`config.mk`:
```
export PLATFORM = sky130hd
export DESIGN_NAME = pemstat_bank
export DESIGN_NICKNAME = d
export VERILOG_FILES = /design/src/rtl/pemstat_bank.sv
export SDC_FILE = /design/constraint.sdc
export NUM_CORES = 1
export LEC_CHECK = 0
export ABC_CLOCK_PERIOD_IN_PS = 2200
export BUFFER_PORTS_ARGS = -buffer_cell sky130_fd_sc_hd__buf_2
export CORE_MARGIN = 1
export CORE_UTILIZATION = 50
export DETAILED_ROUTE_END_ITERATION = 16
export PLACE_DENSITY = 0.71
export SETUP_SLACK_MARGIN = 0.15
export SLEW_MARGIN = 20
export SYNTH_ARGS = -nofsm -noshare
export SYNTH_HDL_FRONTEND = slang
export SYNTH_SLANG_ARGS = --single-unit
```
`constraint.sdc`:
```
create_clock -name clk -period 2.2 [get_ports clk]
set_clock_uncertainty 0.15 [all_clocks]
set_input_delay 0.44 -clock clk [delete_from_list [all_inputs] [get_ports clk]]
set_output_delay 0.44 -clock clk [all_outputs]
set_load 0.05 [all_outputs]
```
`src/rtl/pemstat_bank.sv`:
```
// Bank of NCH independent event counters with sticky overflow flags and a
// single-port host interface (write, read, optional clear-on-read).
module pemstat_bank #(
  parameter int NCH  = 4,
  parameter int CW   = 12,
  parameter int INCW = 1,
  parameter int AW   = 5,
  parameter int SAT  = 0,
  parameter int COR  = 1
) (
  input  logic                clk,
  input  logic                rst_n,
  input  logic [NCH-1:0]      inc_vld,
  input  logic [NCH*INCW-1:0] inc_amt,
  input  logic                clr_all,
  input  logic                host_sel,
  input  logic                host_wr,
  input  logic [AW-1:0]       host_addr,
  input  logic [30:0]         host_wdata,
  output logic [30:0]         host_rdata,
  output logic                host_rvld,
  output logic [NCH-1:0]      ovf,
  input  logic [NCH-1:0]      ovf_clr
);

  logic          rd_req;
  logic          wr_req;
  logic [NCH*CW-1:0] cnt_flat;
  logic [CW-1:0] rd_val;
  logic          unused_wdata;

  assign rd_req       = host_sel & ~host_wr;
  assign wr_req       = host_sel & host_wr;
  assign unused_wdata = ^host_wdata;

  for (genvar i = 0; i < NCH; i++) begin : g_ch
    logic [INCW-1:0] amt;
    logic [CW:0]     sum;
    logic [CW-1:0]   cnt_q;
    logic [CW-1:0]   cnt_nxt;
    logic            ovf_q;
    logic            ovf_nxt;
    logic            carry;
    logic            addr_hit;

    assign amt      = inc_amt[i*INCW +: INCW];
    assign addr_hit = (host_addr == AW'(i));
    assign sum      = {1'b0, cnt_q} + (CW+1)'(amt);

    // Rules are evaluated in strict priority; only the increment path can carry.
    always_comb begin
      cnt_nxt = cnt_q;
      carry   = 1'b0;
      if (clr_all) begin
        cnt_nxt = '0;
      end else if (wr_req && addr_hit) begin
        cnt_nxt = host_wdata[CW-1:0];
      end else if ((COR != 0) && rd_req && addr_hit && inc_vld[i]) begin
        cnt_nxt = CW'(amt);
      end else if ((COR != 0) && rd_req && addr_hit) begin
        cnt_nxt = '0;
      end else if (inc_vld[i]) begin
        carry = sum[CW];
        if (sum[CW] && (SAT != 0)) begin
          cnt_nxt = '1;
        end else begin
          cnt_nxt = sum[CW-1:0];
        end
      end
    end

    always_comb begin
      ovf_nxt = ovf_q;
      if (clr_all || ovf_clr[i]) begin
        ovf_nxt = 1'b0;
      end else if (carry) begin
        ovf_nxt = 1'b1;
      end
    end

    always_ff @(posedge clk or negedge rst_n) begin
      if (!rst_n) begin
        cnt_q <= '0;
        ovf_q <= 1'b0;
      end else begin
        cnt_q <= cnt_nxt;
        ovf_q <= ovf_nxt;
      end
    end

    assign cnt_flat[i*CW +: CW] = cnt_q;
    assign ovf[i]               = ovf_q;
  end

  // Addresses with no matching channel fall through to zero.
  always_comb begin
    rd_val = '0;
    for (int i = 0; i < NCH; i++) begin
      if (host_addr == AW'(i)) begin
        rd_val = cnt_flat[i*CW +: CW];
      end
    end
  end

  always_ff @(posedge clk or negedge rst_n) begin
    if (!rst_n) begin
      host_rdata <= '0;
      host_rvld  <= 1'b0;
    end else begin
      host_rvld <= rd_req;
      if (rd_req) begin
        host_rdata <= 31'(rd_val);
      end
    end
  end

endmodule

```
# Yosys cells after proc, flatten, opt, wreduce, memory -nomap -nowiden

Index checks and enable logic that the tools add are counted.

Register bits after elaboration: 65
Output and inout bits: 36

Add/subtract/negate cells: 4
Equal/unequal tests: 3
Muxes and demuxes: 52
Bitwise operators: 3
Reduce and logical (&&, ||, !) cells: 25

Operators by type and width:

| operator                                      | count |
|---|---|
| two-way mux 12 bit                            | 24 |
| adder 12 x 1 -> 13 bit                        | 4 |
| two-way mux 1 bit                             | 28 |
| nonzero test 5 bit                            | 4 |
| logical AND 1 bit                             | 12 |
| == test 5 x 2 -> 1 bit, second input constant | 2 |
| nonzero test 2 bit                            | 4 |
| == test 5 x 1 -> 1 bit, second input constant | 1 |
| zero test 5 bit                               | 1 |
| logical OR 1 bit                              | 4 |
| AND 1 bit                                     | 2 |
| inverter 1 bit                                | 1 |

# Longest topological paths before layout

Depth in word-level cells: 9
Depth in mapped cells: 6

# Worst setup path before layout

No wires, ideal clock.

Path kind: in2reg
Start: input host_addr[4]
End: register g_ch[0].ovf_q
Library setup time: 0.136 ns
Arrival: 1.704 ns
Required time: 1.914 ns
Slack: 0.210 ns
Cell stages on the path: 5
Path buffers: 1
Path through: or4b_4 -> or3_4 -> buf_6 -> a31oi_1 -> nor3_1

Longest elaborated chain between the ends: 7
Elaborated cells between the ends (all ways): 9
Classes of those cells: mux (4); reduce/logical (5)

Ends and longest elaborated chain:

| element                                                | RTL line | RTL |
|---|---|---|
| start, declared                                        | 18       | `input logic [AW-1:0] host_addr,` |
| zero test 5 bit (*)                                    | 47       | `assign addr_hit = (host_addr == AW'(i));` |
| logical AND 1 bit                                      | 58, 60   |  |
| two-way mux 1 bit or logical AND 1 bit (tied branches) | 60, 58   |  |
| two-way mux 1 bit                                      | 58       | `end else if ((COR != 0) && rd_req && addr_hit && inc_vld[i]) begin` |
| two-way mux 1 bit (*)                                  | 56       | `end else if (wr_req && addr_hit) begin` |
| two-way mux 1 bit (*)                                  | 54       | `if (clr_all) begin` |
| nonzero test 2 bit (no line) (*)                       | n/a      |  |
| end signal, assigned                                   | 87       | `ovf_q <= ovf_nxt;` |
| end, declared                                          | 41       | `logic ovf_q;` |

Mark *: on every way between the ends. The rest lies on a longest branch, timed or not.
A chain may end at the register's enable or synchronous reset.

# Worst setup path in the final report

Start: register g_ch[2].cnt_q[0]
End: register g_ch[2].cnt_q[11]

Longest elaborated chain between the ends: 6

Ends and longest elaborated chain:

| element                | RTL line | RTL |
|---|---|---|
| start, declared        | 39       | `logic [CW-1:0] cnt_q;` |
| start signal, assigned | 86       | `cnt_q <= cnt_nxt;` |
| adder 12 x 1 -> 13 bit | 48       | `assign sum = {1'b0, cnt_q} + (CW+1)'(amt);` |
| two-way mux 12 bit     | 62       | `end else if (inc_vld[i]) begin` |
| two-way mux 12 bit     | 60       | `end else if ((COR != 0) && rd_req && addr_hit) begin` |
| two-way mux 12 bit     | 58       |  |
| two-way mux 12 bit     | 56       |  |
| two-way mux 12 bit     | 54       |  |

Every way passes these cells. The select of a mux whose other input is x is not followed.

==> impl_metrics.yaml <==
pwr:
  p_sw_uw: 737
  power_density_nw_per_um2: 538
  switching_share: 0.294
  power.share.clock: 0.367
  power.leakage_uw: 0.00205
  p_seq_frac: 0.494
  irDropWorstVdd_v: 0.000272
  intPower_uw: 1770
  pwr-share-comb: 0.139
synthesis:
  synth_compound_area_frac: 0.184
  synth_xor_area_frac: 0.0650
  synth_flop_cell: "dfrtp_1"
  synth.most_common_cell: "dfrtp_1"
  synth.avg_cell_area_sq_um: 9.93
  async_reset_ff_frac: 1.00
  synth_edf_count: 0
  synthCells: 421
  synth_seq_area_share: 0.389
  synthTopCellsByArea: "dfrtp_1 39%, mux4_2 6.5%, a211oi_1 5.4%"
  synth.largest_area_cell: "dfrtp_1"
  synth_area_sq_um: 4180
  synth_top_area_frac: 0.389
  synthSimpleGateAreaFrac: 0.176
  yosys.area_share.adder: 0.0239
  synth_cell_types: 58
  synth_top_family_by_area: "compound AO/OA/AOI/OAI gates"
  yosys_warnings: 0
  ys_top_cells_by_count: "65 x dfrtp_1, 31 x a21oi_1, 30 x a211oi_1, 27 x nand2_1, 24 x buf_4"
  ys_ff_latch: 65
  synth_mux_area_frac: 0.0814
global_routing:
  grt_max_degree: 49
  grt_use_total: 0.286
  grt_pass1_wl_mm: 18.6
  antenna_found_initial: 0
  grt_overflow: 0
  grt_pass1_vias: 3546
final_layout:
  areaGrowthSynthToFinish_pct: 11.5
  final_nets: 527
  diodes: 0
  fillers: 706
  seqCellArea_sq_um: 1630
  multi_input_area_sq_um: 2300
  drive_gt1_frac: 0.217
  fin_area_sq_um: 4660
hold_path:
  hold_start: "ovf_clr[3]"
  hold_path_class: "primary input to register"
  hold_depth: 2
  holdPathEnd: "g_ch[3].ovf_q"
sta:
  rsz0062_at_grt: "false"
  min_period_ps: 1910
  setup_violations: 0
  setup_tns_ps: 0
  slew_violations: 0
  clock.fmax_ghz: 0.523
  min_period_over_period: 0.869
  finalHoldViolCount: 0
drt:
  vias: 3647
  firstDrtPassIters: 6
  routed_wl_mm: 11.6
  drc: 0
  avgViaCountPerCell: 6.39
  ant_nets: 0
  drt_iter0_drc: 302
  wl_per_cell_um: 20.3
die:
  pin_count: 89
  dieArea_sq_um: 8730
  die_h_um: 93.4
  core_area_sq_um: 7890
  start_util: 0.530
  die_w_um: 93.4
  floorplan.rows: 32
critical_path:
  crit_path_max_fanout: 4
  ff2ff_path_depth: 5
  crit_chain: "ha_1 -> nand2_1 -> or3_1 -> or4b_1 -> nand3_1"
  path_class: "register to register"
  r2r-start: "g_ch[2].cnt_q[0]"
  r2r_setup_slack_ps: 290
  worstPathArrival_ps: 2050
  cp_top_family: "simple AND/OR/NAND/NOR gates"
  slowest_stage: "or4b_1"
  cp-start-kind: "register"
  worstReg2RegEnd: "g_ch[2].cnt_q[11]"
  end_kind: "register"
  crit_required_ps: 2340
  critPathBufInv: 0
  slowest_delay_ps: 490
clocking:
  numCtsBuffers: 9
  cts.repair_timing.setup_buffer_count: 0
  cts_sinks: 65
  htree_levels: 3
  max-clock-path-buffers: 2
  clkLatencyLatePin_ps: 350
  tritoncts: "done"
  clk_root_buffer_cell: "clkbuf_8"
  clk_pin_slew_ps: 70
place:
  place_congestion: 0.894
  numPortBuffers: 50
  hpwl_mm: 8.52
  placed_area_sq_um: 4470
run_status:
  status: "finished, final reports clean"
job:
  maxCapViolations: 0
==> logic make-up (layout without fill, tap and decap cells) <==
| kind of cell | after synthesis | after routing |
|---|---|---|
| DFF | 65 | 65 |
| other | 1 | 19 |
| muxes | 19 | 19 |
| AOI/OAI and AO/OA | 112 | 112 |
| buffers and inverters | 59 | 89 |
| xor gates and xnor gates | 31 | 31 |
| and+or+nand+nor | 126 | 126 |
| adders and majority gates | 8 | 8 |
==> placed cells by master (no fill, tap or decap), drive strengths merged, types with 7 or more instances in the layout <==
cell    Yosys  layout
buf        32      67
dfrtp      65      65
a21oi      31      31
a211oi     30      30
nand2      27      27
xor2       21      21
nand3      20      20
conb        1      19
nand4      17      17
mux4       12      12
a22o       12      12
clkbuf     20      11
nor3       10      10
xnor2      10      10
o22ai       9       9
nor2        9       9
ha          8       8
inv         7       7
and4        7       7
and3        7       7
mux2i       7       7
==> worst register-to-register path, stage by stage (launching register included) <==
cell and delay (ps):
dfrtp_1 390, ha_1 210, nand2_1 110, or3_1 430, or4b_1 490, nand3_1 90
==> through the flow <==
| stage | worst slack (ps) | power, uW | hold slack [ps] | instances | util |
|---|---|---|---|---|---|
| 3_5_place_dp | 2.16 | 1610 | 258 | 556 | 0.567 |
| 5_1_grt | 163 | 2590 | 88.7 | 571 | 0.591 |
| 6_report | 287 | 2510 | 78.3 | 571 | 0.591 |
| 3_3_place_gp | 33.9 | 1600 | 251 | 556 | 0.567 |
| 4_1_cts | 289 | 2510 | 77.0 | 571 | 0.589 |
| 2_1_floorplan | 210 | 1490 | -5.59 | 439 | - |
==> layer usage <==
| layer | track usage | up-vias | routed length (um) | share of wire |
|---|---|---|---|---|
| met5 | 0 | - | 0 | 0 |
| met3 | 0.0593 | 46 | 999 | 0.086 |
| met2 | 0.452 | 192 | 5450 | 0.47 |
| met4 | 0.156 | 0 | 525 | 0.045 |
| li1 | - | 1644 | - | - |
| met1 | 0.368 | 1765 | 4640 | 0.40 |
==> flip-flops by register name, indices dropped and copies added (netlist names) <==
| name | count |
|---|---|
| g_ch.cnt_q | 48 |
| host_rdata | 12 |
| g_ch.ovf_q | 4 |
| host_rvld | 1 |
==> cell type report <==
| cell class | instances | area share |
|---|---|---|
| Inverter | 7 | 0.00564 |
| Multi-Input combinational cell | 315 | 0.493 |
| Tap cell | 102 | 0.0274 |
| Timing Repair Buffer | 68 | 0.0886 |
| Clock inverter | 3 | 0.00376 |
| Clock buffer | 11 | 0.0325 |
| Sequential cell | 65 | 0.349 |
==> how the worst max path moves through the flow <==
stage / depth (start not counted) / start / to / slack [ps]
4_1_cts: 7 / g_ch[3].cnt_q[0] / g_ch[3].cnt_q[10] / 290
3_3_place_gp: 5 / host_addr[4] / g_ch[0].cnt_q[11] / 30
5_1_grt: 6 / g_ch[2].cnt_q[0] / g_ch[2].ovf_q / 160
2_1_floorplan: 5 / host_addr[4] / g_ch[0].ovf_q / 210
3_5_place_dp: 5 / host_addr[4] / g_ch[0].cnt_q[11] / 2
6_report: 5 / g_ch[2].cnt_q[0] / g_ch[2].cnt_q[11] / 290
==> power by group through the flow <==
stage	Sequential, uW	Combinational [uW]	Clock [uW]
6_report	1240	348	922
3_3_place_gp	1260	339	0
5_1_grt	1240	378	972
2_1_floorplan	1260	236	0
3_5_place_dp	1260	346	0
4_1_cts	1240	349	921
==> what timing repair did <==
item	4_1_cts	5_1_grt
gates resized for setup	0	2
endpoints found under the hold margin	17	0
endpoints found under the setup margin	0	1
hold buffers	1	0
(Power assumes the default switching activity.)
